==> src/rtl/tcdm_outstanding_tracker.sv <==
// Reorder-ID allocator and latency tracker between a TCDM request source and the interconnect.
// Caps in-flight requests, timestamps each one and matches out-of-order responses by ID.
module tcdm_outstanding_tracker #(
  parameter int unsigned MaxOutstanding = 16,
  parameter int unsigned IdWidth        = $clog2(MaxOutstanding),
  parameter int unsigned AddrWidth      = 32,
  parameter int unsigned DataWidth      = 32,
  parameter int unsigned LatWidth       = 16,
  parameter int unsigned CntWidth       = 32
) (
  input  logic                   clk_i,
  input  logic                   rst_i,
  input  logic                   clear_i,
  // upstream request
  input  logic                   up_req_valid_i,
  output logic                   up_req_ready_o,
  input  logic [AddrWidth-1:0]   up_req_addr_i,
  input  logic                   up_req_wen_i,
  input  logic [DataWidth-1:0]   up_req_wdata_i,
  input  logic [DataWidth/8-1:0] up_req_be_i,
  // downstream request
  output logic                   dn_req_valid_o,
  input  logic                   dn_req_ready_i,
  output logic [AddrWidth-1:0]   dn_req_addr_o,
  output logic                   dn_req_wen_o,
  output logic [DataWidth-1:0]   dn_req_wdata_o,
  output logic [DataWidth/8-1:0] dn_req_be_o,
  output logic [IdWidth-1:0]     dn_req_id_o,
  // downstream response
  input  logic                   dn_resp_valid_i,
  output logic                   dn_resp_ready_o,
  input  logic [IdWidth-1:0]     dn_resp_id_i,
  input  logic [DataWidth-1:0]   dn_resp_rdata_i,
  // upstream response
  output logic                   up_resp_valid_o,
  input  logic                   up_resp_ready_i,
  output logic [DataWidth-1:0]   up_resp_rdata_o,
  output logic [IdWidth-1:0]     up_resp_id_o,
  output logic [LatWidth-1:0]    up_resp_latency_o,
  // status and statistics
  output logic [IdWidth:0]       outstanding_o,
  output logic                   idle_o,
  output logic [CntWidth-1:0]    num_completed_o,
  output logic [CntWidth-1:0]    latency_sum_o,
  output logic [LatWidth-1:0]    latency_max_o,
  output logic                   err_o
);

  localparam logic [IdWidth:0] MaxCnt = (IdWidth+1)'(MaxOutstanding);

  logic [MaxOutstanding-1:0] busy_q, busy_d;
  logic [IdWidth:0]          outstanding_q, outstanding_d;
  logic [LatWidth-1:0]       cycle_q;
  logic [LatWidth-1:0]       ts_q [MaxOutstanding];
  logic [CntWidth-1:0]       num_completed_q, num_completed_d;
  logic [CntWidth-1:0]       latency_sum_q, latency_sum_d;
  logic [LatWidth-1:0]       latency_max_q, latency_max_d;
  logic                      err_q, err_d;

  logic                      full;
  logic [IdWidth-1:0]        alloc_id;
  logic                      req_hs;
  logic                      resp_hs;
  logic                      resp_busy;
  logic                      resp_match;
  logic                      resp_spurious;
  logic [LatWidth-1:0]       resp_lat;
  logic [CntWidth:0]         sum_ext;

  // Request path: combinational pass-through gated by the in-flight cap.
  assign full           = (outstanding_q == MaxCnt);
  assign dn_req_valid_o = up_req_valid_i & ~full;
  assign up_req_ready_o = dn_req_ready_i & ~full;
  assign dn_req_addr_o  = up_req_addr_i;
  assign dn_req_wen_o   = up_req_wen_i;
  assign dn_req_wdata_o = up_req_wdata_i;
  assign dn_req_be_o    = up_req_be_i;
  assign dn_req_id_o    = alloc_id;
  assign req_hs         = dn_req_valid_o & dn_req_ready_i;

  // Lowest free index wins; descending scan lets the lowest overwrite last.
  always_comb begin
    alloc_id = '0;
    for (int i = MaxOutstanding - 1; i >= 0; i--) begin
      if (!busy_q[i]) begin
        alloc_id = IdWidth'(i);
      end
    end
  end

  // Response path: combinational pass-through.
  assign up_resp_valid_o = dn_resp_valid_i;
  assign dn_resp_ready_o = up_resp_ready_i;
  assign up_resp_id_o    = dn_resp_id_i;
  assign up_resp_rdata_o = dn_resp_rdata_i;

  assign resp_hs       = dn_resp_valid_i & up_resp_ready_i;
  assign resp_busy     = busy_q[dn_resp_id_i];
  assign resp_match    = resp_hs & resp_busy;
  assign resp_spurious = resp_hs & ~resp_busy;

  // Modular subtraction handles counter wrap; unknown IDs report zero.
  always_comb begin
    resp_lat = '0;
    if (resp_busy) begin
      resp_lat = cycle_q - ts_q[dn_resp_id_i];
    end
  end
  assign up_resp_latency_o = resp_lat;

  // An allocated ID was free and a matched ID was busy, so the two never collide.
  always_comb begin
    busy_d        = busy_q;
    outstanding_d = outstanding_q;
    if (req_hs) begin
      busy_d[alloc_id] = 1'b1;
    end
    if (resp_match) begin
      busy_d[dn_resp_id_i] = 1'b0;
    end
    if (req_hs && !resp_match) begin
      outstanding_d = outstanding_q + (IdWidth+1)'(1);
    end else if (!req_hs && resp_match) begin
      outstanding_d = outstanding_q - (IdWidth+1)'(1);
    end
  end

  assign sum_ext = {1'b0, latency_sum_q} + (CntWidth+1)'(resp_lat);

  always_comb begin
    num_completed_d = num_completed_q;
    latency_sum_d   = latency_sum_q;
    latency_max_d   = latency_max_q;
    err_d           = err_q | resp_spurious;
    if (resp_match) begin
      if (num_completed_q != '1) begin
        num_completed_d = num_completed_q + CntWidth'(1);
      end
      latency_sum_d = sum_ext[CntWidth] ? '1 : sum_ext[CntWidth-1:0];
      if (resp_lat > latency_max_q) begin
        latency_max_d = resp_lat;
      end
    end
    // Clear overrides any same-cycle update.
    if (clear_i) begin
      num_completed_d = '0;
      latency_sum_d   = '0;
      latency_max_d   = '0;
      err_d           = 1'b0;
    end
  end

  always_ff @(posedge clk_i) begin
    if (rst_i) begin
      busy_q          <= '0;
      outstanding_q   <= '0;
      cycle_q         <= '0;
      num_completed_q <= '0;
      latency_sum_q   <= '0;
      latency_max_q   <= '0;
      err_q           <= 1'b0;
    end else begin
      busy_q          <= busy_d;
      outstanding_q   <= outstanding_d;
      cycle_q         <= cycle_q + LatWidth'(1);
      num_completed_q <= num_completed_d;
      latency_sum_q   <= latency_sum_d;
      latency_max_q   <= latency_max_d;
      err_q           <= err_d;
    end
  end

  // Timestamps are only meaningful while the ID is busy, so they need no reset.
  always_ff @(posedge clk_i) begin
    if (!rst_i && req_hs) begin
      ts_q[alloc_id] <= cycle_q;
    end
  end

  assign outstanding_o   = outstanding_q;
  assign idle_o          = (outstanding_q == '0);
  assign num_completed_o = num_completed_q;
  assign latency_sum_o   = latency_sum_q;
  assign latency_max_o   = latency_max_q;
  assign err_o           = err_q;

`ifndef SYNTHESIS
  a_cap: assert property (@(posedge clk_i) disable iff (rst_i) outstanding_q <= MaxCnt);
  a_count: assert property (@(posedge clk_i) disable iff (rst_i)
    $countones(busy_q) == int'(outstanding_q));
`endif

endmodule

==> config.mk <==
export PLATFORM = sky130hd
export DESIGN_NAME = tcdm_outstanding_tracker
export DESIGN_NICKNAME = d
export VERILOG_FILES = /design/src/rtl/tcdm_outstanding_tracker.sv
export SDC_FILE = /design/constraint.sdc
export NUM_CORES = 1
export LEC_CHECK = 0
export ABC_AREA = 1
export ABC_CLOCK_PERIOD_IN_PS = 6400
export CAP_MARGIN = 20
export CORE_UTILIZATION = 40
export DETAILED_ROUTE_END_ITERATION = 10
export PLACE_DENSITY = 0.65
export SLEW_MARGIN = 10
export SYNTH_ARGS = -nofsm -noshare
export SYNTH_HDL_FRONTEND = slang
export SYNTH_SLANG_ARGS = --single-unit
export TNS_END_PERCENT = 50
==> constraint.sdc <==
create_clock -name clk_i -period 6.4 [get_ports clk_i]
set_clock_uncertainty 0.05 [all_clocks]
set_input_delay 1.28 -clock clk_i [delete_from_list [all_inputs] [get_ports clk_i]]
set_output_delay 1.28 -clock clk_i [all_outputs]
set_load 0.03 [all_outputs]
==> flow_metrics.tcl, run 1 <==
set metrics [dict create \
    htreeDepth 2 \
    die_h_um 215 \
    hold_depth 2 \
    power_frac_seq 0.439 \
    cts_tree "yes" \
    wl_per_cell_um 20.4 \
    hold_viol_final 0 \
    coreArea_um2 44400 \
    io_buffer_count 125 \
    design_area_um2 22400 \
    synth-async-reset-ratio 0 \
    hold_class "register to register" \
    postLayoutCoreUtil 0.504 \
    vias 14700 \
    report.final.slew_viol_count 0 \
    track_usage 0.233 \
    final_antenna_net_count 0 \
    synth_seq_cells 374 \
    status "completed" \
    diodes 0 \
    hold_buffers 0 \
    grt_max_degree 46 \
    areaGrowthSynthToFinish_pct 23.7 \
    p_leak_uw 0.00832 \
    post-route-drc-count 0 \
    worstPathArrival_ns 4.81 \
    min_period_ns 6.14 \
    switching_share 0.250 \
    cts_buffer_depth 3 \
    maxCapViolations 0 \
    p_clk_frac 0.426 \
    wl_um 54600 \
    internal_power_uw 4450 \
    clockRootBuffer "clkbuf_16" \
    r2r_cells 27 \
    rows 77 \
    cts_made_buffers 42 \
    path_cells "clkdlybuf4s50_1, inv_1, nor2_1, inv_2, buf_4, a21oi_1, a2111oi_4, buf_4, ha_1, nand2_1, inv_1, a21oi_1, buf_4, o21ai_1, a31oi_1, buf_4, a21o_1, nand3_1, inv_1, buf_4, buf_4" \
    relSlewSlack 0.234 \
    io_pins 328 \
    clkLatencyLatePin_ns 0.57 \
    synth-edff-count 256 \
    cts.clk_slew.worst_paths_ns 0.05 \
    crit_top_cell "buf_4" \
    tightest_slew_ns 1.15 \
    gp_congestion 0.958 \
    synthesis.nets 2023 \
    setup-violations-final 0 \
    antenna_found_initial 0 \
    vias_per_cell 5.49 \
    final_cells 2676 \
    pwr_density_cell_nw_per_um2 265 \
    rsz0062_at_grt "no" \
    criticalPathCategory "primary input to primary output" \
    slowest_delay_ns 0.53 \
    drt-pass1-iter-count 6 \
    first_iter_violations 1346 \
    post-route-period-util 0.959 \
    cts.sink_count 374 \
    layout-drive-gt1-share 0.157 \
    dp_cells 2597 \
    ir_worst_vdd_mv 0.239 \
    synth.cell_area_um2 18100 \
    initial_core_util 0.408 \
    switchingPower_uw 1480 \
    cp_max_fo 4 \
    start_kind "primary input" \
    cts_setup_buffers 0 \
    fp.dieArea_um2 46100 \
    postPlaceCellArea_um2 20800 \
    synth_area_per_cell_um2 9.77 \
    power_uw 5930 \
    required_ns 5.07 \
    combPwrFrac 0.135 \
    synthFlopType "edfxtp_1" \
    yosysWarningCount 0 \
    fmax_mhz 163 \
    ys_seq_area_frac 0.555 \
    grt_overflow 0 \
    fin_nets 2220 \
    netlist_instances 1853 \
    synth.distinct_cells 46 \
    grt_pass1_wl_um 83300 \
    die_w_um 215 \
    slowest_stage "clkdlybuf4s50_1" \
    crit_path_end_kind "primary output" \
    grt_pass1_vias 14100 \
    dp_hpwl_um 38500 \
]
-- cells in the mapped netlist, types with 46 or more instances --
master,n,share of area
nand2_1,294,0.061
dfxtp_1,118,0.13
clkbuf_1,46,0.0095
edfxtp_1,256,0.42
ha_1,55,0.038
a21oi_1,178,0.049
o21ai_0,84,0.023
nand3_1,63,0.017
inv_1,169,0.035
nor2_1,128,0.027
buf_4,110,0.046
a22oi_1,130,0.054
-- registers in the layout, summed over array words and instances (netlist names) --
signal and flops:
cycle_q 16, busy_q 16, ts_q 256, outstanding_o 5, err_o 1, latency_sum_o 32, num_completed_o 32, latency_max_o 16
-- placed cells by master (no fill, tap or decap), types with 4 or more instances in the layout --
cell type          n
nand2_1          294
edfxtp_1         256
buf_4            181
a21oi_1          175
inv_1            166
a22oi_1          130
dfxtp_1          118
nor2_1           109
clkdlybuf4s50_1  108
o21ai_0           82
nand3_1           63
ha_1              55
clkbuf_16         45
nor3_1            42
nand4_1           34
buf_12            22
xor2_1            21
nor2_2            18
xnor2_1           16
nor4_1            10
a31oi_1            8
clkinv_2           8
o21a_1             8
clkinv_1           8
inv_2              7
o22ai_1            6
or2_2              6
a2111oi_2          6
a21o_1             5
o31ai_1            5
bufinv_16          5
o21ai_1            4
clkbuf_1           4
buf_6              4
-- layout make-up --
type	instances	area, µm²
Timing Repair Buffer	318	2960
Clock buffer	52	1180
Tap cell	592	741
Inverter	176	664
Sequential cell	374	10000
Multi-Input combinational cell	1138	6500
Clock inverter	26	290
Fill cell	3962	22000
-- through the flow --
stage	setup WS, ns	hold WS, ns	setup TNS (ns)
floorplan	0.251	0.405	0
global placement	-0.546	0.412	-25.54
detailed placement	-0.707	0.418	-29.07
CTS	-0.0119	0.436	-0.0119
global route	0.0418	0.455	0
finish	0.264	0.424	0
-- final timing paths --
path,slack (ns),start,end
worst min-delay path,0.42,err_o,err_o
worst max-delay path,0.26,dn_resp_id_i[2],up_resp_latency_o[15]
worst max register to register,1.36,ts_q[11][2],latency_sum_o[17]
worst min register to register,0.42,err_o,err_o
-- power by group through the flow --
stage	Sequential [µW]	Combinational, µW	Clock (µW)
2_1_floorplan	2670	497	0
3_3_place_gp	2650	773	0
3_5_place_dp	2650	784	0
4_1_cts	2600	792	2570
5_1_grt	2600	871	2650
6_report	2600	800	2530
-- cells by family after synthesis --
kind of cell             synth area share
adder cells (fa/ha/maj)            0.0413
AND/OR/NAND/NOR                     0.139
flip-flops                          0.555
buffers and inverters              0.0941
AO/OA/AOI/OAI                       0.152
XOR/XNOR                           0.0179
-- metal layers --
metal,global-route usage,part of all wire,routed length (µm)
met1,0.302,0.41,22600
met2,0.368,0.46,24900
met3,0.0461,0.078,4270
met4,0.122,0.053,2910
met5,0,0,0
-- timing repair --
action,CTS,global route
endpoints found under the hold margin,0,0
endpoints found under the setup margin,43,59
resized for setup,17,23
pin swaps,1,1
cloned,0,0
-- critical path: cells and delay by family --
family          cells  cell delay (ns)
compound gates      6             0.90
fa+ha+maj           1             0.33
buf+inv            11             1.82
simple gates        3             0.46
No activity file was read; power rests on OpenSTA's default activity.
==> run 2, diff against run 1 <==
--- a/config.mk
+++ b/config.mk
@@ -8,6 +8,7 @@
 export ABC_AREA = 1
 export ABC_CLOCK_PERIOD_IN_PS = 6400
 export CAP_MARGIN = 20
+export CORE_ASPECT_RATIO = 0.7
 export CORE_UTILIZATION = 40
 export DETAILED_ROUTE_END_ITERATION = 10
 export PLACE_DENSITY = 0.65
==> run 2 against run 1 <==
Compared with the run above: non-clock buffer count fell by 3; flip-flop and latch count unchanged; maximum frequency increased by 0.71%.
==> flow_metrics.tcl, run 2 (synthesized netlist as in run 1, its figures left out) <==
set metrics [dict create \
    status "completed" \
    crit_top_cell "buf_4" \
    maxCapViolations 0 \
    wl_per_cell_um 20.8 \
    slowest_delay_ns 0.58 \
    switchingPower_uw 1460 \
    final_antenna_net_count 0 \
    grt_pass1_wl_um 85400 \
    hold_class "register to register" \
    cp_max_fo 6 \
    switching_share 0.254 \
    worstPathArrival_ns 4.76 \
    clkLatencyLatePin_ns 0.55 \
    crit_path_end_kind "primary output" \
    power_uw 5760 \
    clockRootBuffer "clkbuf_16" \
    grt_overflow 0 \
    slowest_stage "clkdlybuf4s50_1" \
    start_kind "primary input" \
    first_iter_violations 1497 \
    crit_buf_inv 10 \
    required_ns 5.07 \
    io_buffer_count 125 \
    relSlewSlack 0.432 \
    rows 64 \
    final_cell_mix "293 x nand2_1, 256 x edfxtp_1, 194 x buf_4" \
    cts_setup_buffers 0 \
    wl_met2_um 23800 \
    min_period_ns 6.09 \
    tightest_slew_ns 0.852 \
    setup-violations-final 0 \
    cts.clk_slew.worst_paths_ns 0.06 \
    criticalPathCategory "primary input to primary output" \
    hold_ws_ns 0.436 \
    io_pins 328 \
    final_common_cell "nand2_1" \
    die_h_um 180 \
    p_leak_uw 0.00820 \
    cts.sink_count 374 \
    combPwrFrac 0.134 \
    htreeDepth 2 \
    crit_family "buffers and inverters" \
    power_frac_seq 0.452 \
    drt-pass1-iter-count 5 \
    wl_met3_um 5730 \
    hold_viol_final 0 \
    diodes 0 \
    post-route-drc-count 0 \
    cts_made_buffers 38 \
    grt_max_degree 46 \
    postLayoutCoreUtil 0.500 \
    post-route-period-util 0.952 \
    path_cells "clkdlybuf4s50_1, nor2_2, inv_2, buf_4, a21oi_1, a2111oi_2, buf_4, ha_1, buf_4, a21oi_1, o21ai_0, buf_4, a31oi_1, nand3_1, nand3_1, inv_1, buf_4, buf_4, buf_4" \
    track_usage 0.239 \
    cts_tree "yes" \
    fp.dieArea_um2 46100 \
    r2r_slack_ns 1.51 \
    areaGrowthSynthToFinish_pct 22.0 \
    top_register "ts_q" \
    pwr_density_cell_nw_per_um2 261 \
    gp_congestion 0.961 \
    antenna_found_initial 0 \
    fin_nets 2213 \
    dp_hpwl_um 38800 \
    top_layer "met5" \
    ir_worst_vdd_mv 0.191 \
    vias_per_cell 5.52 \
    cts_buffer_depth 3 \
    initial_core_util 0.410 \
    report.final.slew_viol_count 0 \
    internal_power_uw 4300 \
    layout-drive-gt1-share 0.156 \
    die_w_um 256 \
    vias 14700 \
    grt_pass1_vias 14200 \
    hold_buffers 0 \
    fmax_mhz 164 \
    coreArea_um2 44100 \
    wl_um 55500 \
    drt-met1-wl_um 24600 \
    p_clk_frac 0.414 \
    largest_register_ffs 256 \
    rsz0062_at_grt "no" \
]
[run 2: changes by cell type in the layout (fill, tap and decap cells not counted), moves of 3 or more]
| cell | before | now |
|---|---|---|
| clkbuf_16 | 45 | 42 |
| clkinv_4 | 2 | 5 |
| clkinv_2 | 8 | 5 |
| buf_4 | 181 | 194 |
| buf_12 | 22 | 8 |
| clkinv_1 | 8 | 4 |
[run 2: worst paths after layout]
check | from | to | depth (start not counted)
setup / recovery | dn_resp_id_i[3] | up_resp_latency_o[15] | 19
hold / removal | latency_max_o[10] | latency_max_o[10] | 2
setup reg to reg | ts_q[8][3] | latency_max_o[13] | 25
hold reg to reg | latency_max_o[10] | latency_max_o[10] | 2
[run 2: metal layers]
layer / up-vias / global-route usage
met5: - / 0.0154
met4: 4 / 0.0663
met3: 113 / 0.0609
met2: 722 / 0.351
met1: 7044 / 0.345
li1: 6839 / -
[run 2: through the flow]
| stage | TNS [ns] | instances | setup WS (ns) | instance area, µm² |
|---|---|---|---|---|
| floorplan | 0 | 1853 | 0.251 | 18100 |
| global placement | -27.91 | 2597 | -0.753 | 20600 |
| detailed placement | -28.08 | 2597 | -0.758 | 20600 |
| CTS | 0 | 2666 | 0.144 | 22000 |
| global route | 0 | 2666 | 0.00806 | 22100 |
| finish | 0 | 2666 | 0.307 | 22100 |
[run 2: power groups by stage]
stage	Sequential [µW]	Clock (µW)	Combinational (µW)
final	2600	2390	772
after global routing	2600	2520	840
after CTS	2600	2420	761
after detailed placement	2650	0	753
after global placement	2650	0	744
after floorplan	2670	0	497
[run 2: layout make-up]
type,instances,area (µm²)
clock buffer,49,1110
clock inverter,20,248
fill,3922,22000
inverter,176,664
multi-input combinational,1138,6530
sequential,374,10000
tap,594,743
timing repair buffer,315,2740
[run 2: tightest hold or removal path: stages (launching register included)]
cell     delay [ns]
dfxtp_1        0.32
nand2_1        0.06
a21oi_1        0.05
[run 2: repair_timing]
action                     in CTS  in global routing
resized for setup              18                 22
pin swaps                       0                  1
setup endpoints to repair      27                 53
==> run 3, diff against run 2 <==
--- a/config.mk
+++ b/config.mk
@@ -10,9 +10,9 @@
 export CAP_MARGIN = 20
 export CORE_ASPECT_RATIO = 0.7
 export CORE_UTILIZATION = 40
+export CTS_CLUSTER_DIAMETER = 40
 export DETAILED_ROUTE_END_ITERATION = 10
-export PLACE_DENSITY = 0.65
-export SLEW_MARGIN = 10
+export SLEW_MARGIN = 0
 export SYNTH_ARGS = -nofsm -noshare
 export SYNTH_HDL_FRONTEND = slang
 export SYNTH_SLANG_ARGS = --single-unit
==> run 3 against run 2 <==
Compared with the run above: clock-buffer cell count up 5; clock power is 8% higher; critical path depth fell by 1; first-iteration DRC count shrank 6.0%; non-clock buffer count fell by 8; sequential share of layout area is 0.11 points lower; wire length is 5.7% higher; global-route usage increased by 1.4 points; combinational power down 0.8%; total power up 3.3%; critical endpoint is now up_resp_latency_o[12]; highest routed layer is now met4.
==> flow_metrics.tcl, run 3 (synthesized netlist as in run 1, its figures left out) <==
set metrics [dict create \
    setup-violations-final 0 \
    coreArea_um2 44100 \
    fp.dieArea_um2 46100 \
    min_period_ns 6.16 \
    slowest_delay_ns 0.56 \
    pwr_density_cell_nw_per_um2 269 \
    multiInputGateArea_um2 6470 \
    largest_register_ffs 256 \
    hold_ws_ns 0.435 \
    p_leak_uw 0.00822 \
    status "completed" \
    final_antenna_net_count 0 \
    min_to "latency_max_o[3]" \
    clockRootBuffer "clkbuf_16" \
    antenna_found_initial 0 \
    maxCapViolations 0 \
    seq_area_um2 10000 \
    grt_max_degree 45 \
    hold_depth 2 \
    report.final.slew_viol_count 0 \
    drt-pass1-iter-count 5 \
    timing.rr.end "latency_sum_o[29]" \
    vias_per_cell 5.54 \
    clkLatencyLatePin_ns 0.57 \
    required_ns 5.07 \
    cts_tree "yes" \
    rows 64 \
    slowest_stage "clkdlybuf4s50_1" \
    die_h_um 180 \
    fillerInstances 3973 \
    cts_buffer_depth 3 \
    final_common_cell "nand2_1" \
    worstPathArrival_ns 4.83 \
    post-route-period-util 0.963 \
    hold_viol_final 0 \
    wl_um 58700 \
    fin_ws_ns 0.235 \
    fmax_mhz 162 \
    r2r_start "ts_q[0][7]" \
    htreeDepth 2 \
    cts_made_buffers 44 \
    cts.sink_count 374 \
    final_cell_mix "294 x nand2_1, 256 x edfxtp_1, 184 x buf_4" \
    initial_core_util 0.410 \
    cts_setup_buffers 0 \
    criticalPathCategory "primary input to primary output" \
    cts.clk_slew.worst_paths_ns 0.06 \
    dp_hpwl_um 41600 \
    ir_worst_vdd_mv 0.214 \
    areaGrowthSynthToFinish_pct 22.3 \
    vias 14800 \
    grt_pass1_vias 14000 \
    grt_pass1_wl_um 88700 \
    diodes 0 \
    wl_per_cell_um 22.0 \
    fin_nets 2211 \
    crit_path_end_kind "primary output" \
    dp_slack_ns -0.718 \
    die_w_um 256 \
    gp_congestion 0.911 \
    hold_buffers 0 \
    tightest_slew_ns 1.02 \
    path_cells "clkdlybuf4s50_1, nor2_1, clkinv_1, buf_4, a21oi_1, a2111o_1, ha_1, fa_1, inv_1, nand3_1, nand2_1, a21oi_2, o21ai_0, a21o_1, or2_2, nand3_1, inv_1, dlygate4sd2_1" \
    hold_class "register to register" \
    io_pins 328 \
    layout-drive-gt1-share 0.155 \
    grt_overflow 0 \
    relSlewSlack 0.319 \
    start_kind "primary input" \
    top_register "ts_q" \
    cp_max_fo 5 \
    track_usage 0.252 \
    rsz0062_at_grt "yes" \
    min_from "latency_max_o[3]" \
    r2r_slack_ns 1.49 \
    first_iter_violations 1407 \
    io_buffer_count 125 \
    post-route-drc-count 0 \
    r2r_cells 25 \
]
==> run 3: cell types whose count changed in the layout (fill, tap and decap cells not counted), sizes merged <==
cell	change
clkinv	-2
buf	-8
dlygate4sd2	+1
inv	+10
clkbuf	+5
clkdlybuf4s50	-1
==> run 3: power breakdown <==
part	switching [µW]	internal [µW]	leakage, µW	total (µW)
sequential	23.9	2580	0.00342	2600
clock	1090	1490	0.000732	2580
combinational	445	320	0.00407	766
total	1560	4390	0.00822	5950
==> run 3: worst max path at each step <==
| stage | slack [ns] | start | cells after the start | endpoint |
|---|---|---|---|---|
| final | 0.24 | dn_resp_id_i[2] | 18 | up_resp_latency_o[12] |
| after global routing | -0.03 | dn_resp_id_i[3] | 19 | up_resp_latency_o[15] |
| after CTS | 0.009 | dn_resp_id_i[0] | 20 | up_resp_latency_o[12] |
| after detailed placement | -0.72 | dn_resp_id_i[0] | 31 | latency_sum_o[29] |
| after global placement | -0.59 | dn_resp_id_i[0] | 31 | latency_sum_o[29] |
| after floorplan | 0.25 | dn_resp_id_i[1] | 30 | latency_sum_o[10] |
==> run 3: through the flow <==
step | utilization | instance area [µm²] | cells | setup TNS (ns) | total power (µW)
floorplan | - | 18100 | 1853 | 0 | 3160
global placement | 0.466 | 20600 | 2588 | -23.05 | 3390
detailed placement | 0.467 | 20600 | 2589 | -29.00 | 3410
CTS | 0.501 | 22100 | 2671 | 0 | 5990
global route | 0.502 | 22100 | 2671 | -0.0283 | 6160
finish | 0.502 | 22100 | 2671 | 0 | 5950
==> run 3: layer usage <==
metal  part of all wire  routed length [µm]  track usage
met4              0.034                1990       0.0893
met5                  0                   0            0
met1               0.43               25000        0.349
met3              0.087                5110       0.0472
met2               0.45               26500        0.395
==> run 3: layout make-up <==
class	count	share of cell area
Sequential cell	374	0.454
Clock buffer	54	0.0523
Timing Repair Buffer	307	0.122
Inverter	176	0.0299
Multi-Input combinational cell	1138	0.292
Tap cell	594	0.0336
Clock inverter	28	0.0154
==> run 3: repair_timing <==
item | in CTS | in global routing
gates resized for setup | 16 | 14
pin swaps | 0 | 1
endpoints found under the hold margin | 0 | 0
endpoints found under the setup margin | 39 | 50
==> run 3: worst max-delay path: cells and delay by family <==
family                     cells  cell delay, ns
AOI/OAI and AO/OA              5            0.96
and+or+nand+nor                5            0.50
adders and majority gates      2            0.61
buffers and inverters          6            1.47
